### config.mk
export PLATFORM = sky130hd
export DESIGN_NAME = sw_input_port
export DESIGN_NICKNAME = d
export VERILOG_FILES = /design/src/rtl/sw_input_port.sv
export SDC_FILE = /design/constraint.sdc
export NUM_CORES = 1
export LEC_CHECK = 0
export CORE_UTILIZATION = 55
export CTS_BUF_LIST = sky130_fd_sc_hd__clkbuf_8
export DETAILED_ROUTE_END_ITERATION = 8
export DONT_BUFFER_PORTS = 1
export HOLD_SLACK_MARGIN = 0.12
export PLACE_DENSITY = 0.7
export SETUP_SLACK_MARGIN = 0.05
export SYNTH_ARGS = -nofsm -noshare
export SYNTH_HDL_FRONTEND = slang
export SYNTH_SLANG_ARGS = --single-unit
export TNS_END_PERCENT = 20
### constraint.sdc
create_clock -name Clock -period 2.3 [get_ports Clock]
set_clock_uncertainty 0.15 [all_clocks]
set_input_delay 0.23 -clock Clock [delete_from_list [all_inputs] [get_ports Clock]]
set_output_delay 0.23 -clock Clock [all_outputs]
set_load 0.05 [all_outputs]
### src/rtl/sw_input_port.sv
// Memory-mapped slide-switch port: 2-flop sync, tick-sampled debounce, level/capture/count registers.
// Read data Q is registered (1-cycle latency); writes to offset 1 clear capture bits, writes to offset 2 load count.
module sw_input_port #(
    parameter int N          = 9,
    parameter int DEB_CYCLES = 50000,
    parameter int CW         = 16
) (
    input  logic          Clock,
    input  logic          Reset,
    input  logic [N-1:0]  SW,
    input  logic          Sel,
    input  logic [1:0]    Addr,
    input  logic          W,
    input  logic [15:0]   Data,
    output logic [15:0]   Q,
    output logic          Changed
);

    localparam logic [CW-1:0] TICK_LAST = CW'(DEB_CYCLES - 1);

    logic [N-1:0]  meta_q, sync_q;
    logic [N-1:0]  sample_q;
    logic [N-1:0]  stable_q, stable_d;
    logic [N-1:0]  capture_q, capture_d;
    logic [N-1:0]  evt;
    logic [CW-1:0] tick_cnt_q, tick_cnt_d;
    logic [7:0]    count_q, count_d;
    logic [15:0]   q_q, q_d;
    logic          changed_q;
    logic          tick;
    logic          wr_cap, wr_cnt;
    logic          unused_data;

    assign unused_data = ^Data[15:N];

    // A bit only moves when two consecutive ticks agree and differ from the current level.
    always_comb begin
        tick       = (tick_cnt_q == TICK_LAST);
        tick_cnt_d = tick ? '0 : tick_cnt_q + 1'b1;
        evt        = tick ? (~(sync_q ^ sample_q) & (sync_q ^ stable_q)) : '0;
        stable_d   = stable_q ^ evt;
    end

    always_comb begin
        wr_cap    = Sel & W & (Addr == 2'd1);
        wr_cnt    = Sel & W & (Addr == 2'd2);
        capture_d = (capture_q & ~(wr_cap ? Data[N-1:0] : '0)) | evt;
        if (wr_cnt)
            count_d = Data[7:0];
        else if (|evt)
            count_d = count_q + 8'd1;
        else
            count_d = count_q;
    end

    always_comb begin
        q_d = 16'h0000;
        if (Sel) begin
            case (Addr)
                2'd0:    q_d = 16'(stable_q);
                2'd1:    q_d = 16'(capture_q);
                2'd2:    q_d = {8'h00, count_q};
                default: q_d = 16'h0000;
            endcase
        end
    end

    always_ff @(posedge Clock) begin
        if (Reset) begin
            meta_q     <= '0;
            sync_q     <= '0;
            sample_q   <= '0;
            stable_q   <= '0;
            capture_q  <= '0;
            count_q    <= '0;
            tick_cnt_q <= '0;
            q_q        <= '0;
            changed_q  <= 1'b0;
        end else begin
            meta_q     <= SW;
            sync_q     <= meta_q;
            if (tick)
                sample_q <= sync_q;
            stable_q   <= stable_d;
            capture_q  <= capture_d;
            count_q    <= count_d;
            tick_cnt_q <= tick_cnt_d;
            q_q        <= q_d;
            changed_q  <= |capture_d;
        end
    end

    assign Q       = q_q;
    assign Changed = changed_q;

endmodule

* Word level (Yosys, flattened, before mapping)
Index checks and enable logic that the tools add are counted.
Operators by class: $add $sub $neg 2, bitwise operators 12, eq/ne operators 3, reduce and logical (&&, ||, !) cells 6, mux-type cells 5
Operators with widths (number):
- $pmux W9 S3 | 1
- $xor A9 B9 Y9 | 3
- $and A9 B9 Y9 | 2
- $mux W9 | 2
- $not A9 Y9 | 2
- $reduce_or A9 Y1 | 2
- $add A16 B1 Y16 const B | 1
- $eq A16 B16 Y1 const B | 1
- $mux W8 | 2
- $or A9 B9 Y9 | 1
- $add A8 B1 Y8 const B | 1
- $reduce_or A2 Y1 | 2
- $and A1 B1 Y1 | 3
- $eq A2 B1 Y1 const B | 1
- $eq A2 B2 Y1 const B | 1
- $logic_not A2 Y1 | 1
- $reduce_bool A2 Y1 | 1
- $not A1 Y1 | 1
Storage, ports and cells: word-level logic and storage cells 37, flip-flop bits (word level) 86, bits of input ports 31

* Depth between registers and ports, before layout
depth after elaboration 7, gate-level depth with buffers 9

* Worst setup path before layout
OpenSTA, ideal clock, no wires.
path type reg2reg, from register tick_cnt_q[10], to register count_q[4], stages on the path, launching flop included 10, setup time 133 ps, clock period less this slack 1863 ps, data required time 2017 ps, data arrival time 1580 ps, slack 437 ps, cells stage by stage dfxtp_1 -> nor4_1 -> and4b_1 -> buf_4 -> and2_1 -> buf_4 -> buf_6 -> nand4_1 -> mux2i_1 -> nor4_2
On the way: cells in the longest elaborated chain, start to end 4
RTL lines:
- start, declared | line 26 | logic [CW-1:0] tick_cnt_q, tick_cnt_d;
- start signal, assigned | line 87 | tick_cnt_q <= tick_cnt_d;
- $eq A16 B16 Y1 | line 38 | tick = (tick_cnt_q == TICK_LAST);
- $mux W9 | line 40 | evt = tick ? (~(sync_q ^ sample_q) & (sync_q ^ stable_q)) : '0;
- $reduce_or A9 Y1 | line 50 | else if (|evt)
- $reduce_bool A2 Y1 (no source line)
- end signal, assigned | line 86 | count_q <= count_d;
- end, declared | line 27 | logic [7:0] count_q, count_d;
No other way between the ends. A chain may end at the register's enable or synchronous reset.

* Worst setup path after layout
from register tick_cnt_q[0], to register count_q[7]
The elaborated chain is that of the path after synthesis.

==> results.toml <==
[final_layout]
regArea_sq_um = 1580
multiInputGateArea_sq_um = 1770
final_common_cell = "dfxtp_1"
antennaDiodeCount = 0
finalNetCount = 479
layout_common_cells = "dfxtp_1 (79), nand2_1 (64), nor2_1 (43)"
drive_above_1_share = 0.0733
area_delta_synth_final_pct = 14.3
nFillCells = 526

[clocking]
cts_buffer_depth = 2
cts_made_buffers = 9
clk_latency_ps = 350
clkTransAtPathRegs_ps = 80
h-tree-depth = 3
cts_tree = "built"
cts-root-buf = "clkbuf_8"
clock_sinks = 79

[pwr]
powerDensity_nw_per_um2 = 660
p_leak_nw = 1.50
peakVddDrop_mv = 0.443

[route]
firstDrtPassIters = 4
drc = 0
routedWlPerCell_microns = 13.8
drt-total-wl_mm = 7.26
vias = 2900
drtAntennaViolNets = 0
routed_via_density = 5.52
first_iter_violations = 160

[floorplanning]
io_pins = 48
fp-row-count = 28
start_util = 0.583
core-area_sq_um = 6030
die_width_microns = 81.9
die_h_microns = 81.9
die-area_sq_um = 6710

[logic_synthesis]
synth_seq_cells = 79
ys_types = 42
synth_cells = 426
synthArstFlopShare = 0
syn_area_sq_um = 3510
ys_warn_count = 0
synth_edf_count = 0
avgSynthCellArea_sq_um = 8.25
ys_seq_area_frac = 0.450
synth_flop_cell = "dfxtp_1"

[timing]
period_minus_slack_ps = 2050
worst_slack_ps = 249
min_period_over_period = 0.892
tns_ps = 0
slew_violations = 0
worstMarginPinSlew_ps = 550
setup_viol = 0
fmaxAchievable_mhz = 487
slew_headroom = 0.632
rsz0062_at_grt = "false"
final-hold-violation-count = 0

[setup_path]
worstPathArrival_ps = 2160
cp-end-kind = "flop"
start_kind = "flop"
rr_worst_depth = 8
cp.required_ps = 2410
path_max_fanout = 9
crit_type = "flop to flop"

[place]
pre_cts_ws_ps = 82.3
dp_hpwl_mm = 4.84
gp_congestion = 0.830
port_buffers = 0

[global_route]
overflow = 0
grt_pass1_wl_mm = 11.6
grt_pass1_vias = 2553
grt_max_degree = 57
antenna_found_initial = 0
grtUsageTotal = 0.231

[hold_path]
hold-path-cell-count = 3
worstHoldPathType = "input pin to flop"

[status]
status = "finished clean"

[flow_run]
max-cap-violations = 0
==> logic make-up (layout without fill, tap and decap cells) <==
family                     Yosys count  in the layout  synth area share
adders and majority gates            2              2           0.00712
other                                1              7           0.00107
buffers and inverters               36             54            0.0527
muxes                               11             11            0.0313
xor gates and xnor gates            13             13            0.0324
and+or+nand+nor                    199            199             0.283
DFF                                 79             79             0.450
AOI/OAI and AO/OA                   85             85             0.142
==> layer usage <==
layer,wire [microns],global-route usage,part of all wire
met1,3380,0.277,0.46
met2,3440,0.392,0.47
met3,296,0.0478,0.041
met4,152,0.111,0.021
met5,0,0,0
==> Yosys cell counts, types with 2 or more instances <==
cell / n / share of area
dfxtp_1: 79 / 0.45
nand2_1: 64 / 0.068
nor2_1: 44 / 0.047
a21oi_1: 42 / 0.060
o21ai_0: 20 / 0.028
nor2b_1: 19 / 0.034
and3_1: 16 / 0.028
clkbuf_1: 15 / 0.016
nand4_1: 12 / 0.021
mux2i_1: 11 / 0.031
buf_4: 10 / 0.021
nand2b_1: 10 / 0.018
o22ai_1: 9 / 0.016
xor2_1: 9 / 0.022
nand3_1: 8 / 0.011
or3_1: 6 / 0.011
inv_1: 5 / 0.0053
buf_2: 4 / 0.0057
nor3_1: 4 / 0.0057
xnor2_1: 4 / 0.010
nand3b_1: 3 / 0.0064
o21ai_1: 3 / 0.0043
a211oi_2: 2 / 0.0071
a21o_1: 2 / 0.0043
a311oi_1: 2 / 0.0050
a31oi_1: 2 / 0.0036
a41o_1: 2 / 0.0057
and4_1: 2 / 0.0050
and4b_1: 2 / 0.0057
ha_1: 2 / 0.0071
nor4_1: 2 / 0.0036
==> worst max-delay path, cell delays in order (launching register included) <==
cell	delay, ps
dfxtp_1	370
ha_1	210
nand3_1	180
nor2_2	250
nand2_2	100
a41oi_4	210
buf_12	150
nand3b_1	90
a311oi_1	250
==> state kept, by name (all words and copies together), names as in the netlist <==
register	count
sample_q	9
meta_q	9
capture_q	9
stable_q	9
sync_q	9
Changed	1
Q	9
count_q	8
tick_cnt_q	16
==> worst paths after layout <==
check	start	to	slack (ps)
worst min register to register	meta_q[7]	sync_q[7]	290
worst max register to register	tick_cnt_q[0]	count_q[7]	250
worst min-delay path	W	count_q[2]	150
worst max-delay path	tick_cnt_q[0]	count_q[7]	250
==> metrics by stage <==
| stage | hold WS [ps] | utilization | total power (W) | instances | cell area [sq um] |
|---|---|---|---|---|---|
| after global routing | 157 | 0.667 | 0.00275 | 525 | 4020 |
| after CTS | 128 | 0.663 | 0.00268 | 524 | 3990 |
| final | 145 | 0.667 | 0.00265 | 525 | 4020 |
| after detailed placement | 152 | 0.586 | 0.00153 | 485 | 3530 |
| after floorplan | 208 | - | 0.00154 | 432 | 3540 |
| after global placement | 153 | 0.586 | 0.00152 | 485 | 3530 |
==> area by class of cell <==
class | count | share of cell area
multi-input combinational | 317 | 0.442
sequential | 79 | 0.394
timing repair buffer | 34 | 0.0841
clock buffer | 10 | 0.0343
tap | 75 | 0.0234
clock inverter | 5 | 0.0184
inverter | 5 | 0.00467
==> report_power, final <==
group	total [W]	leakage (nW)	switching, W	internal (W)
Clock	0.00110	0.113	0.000474	0.000627
Sequential	0.00141	0.641	0.0000188	0.00139
Combinational	0.000143	0.746	0.0000835	0.0000596
==> repair_timing <==
action                                  CTS  global route
setup buffers                             0             1
endpoints found under the hold margin    68             0
hold buffers                             24             0
endpoints found under the setup margin    0            25
gates resized for setup                   0             2
Power figures use the tool's default switching activity.
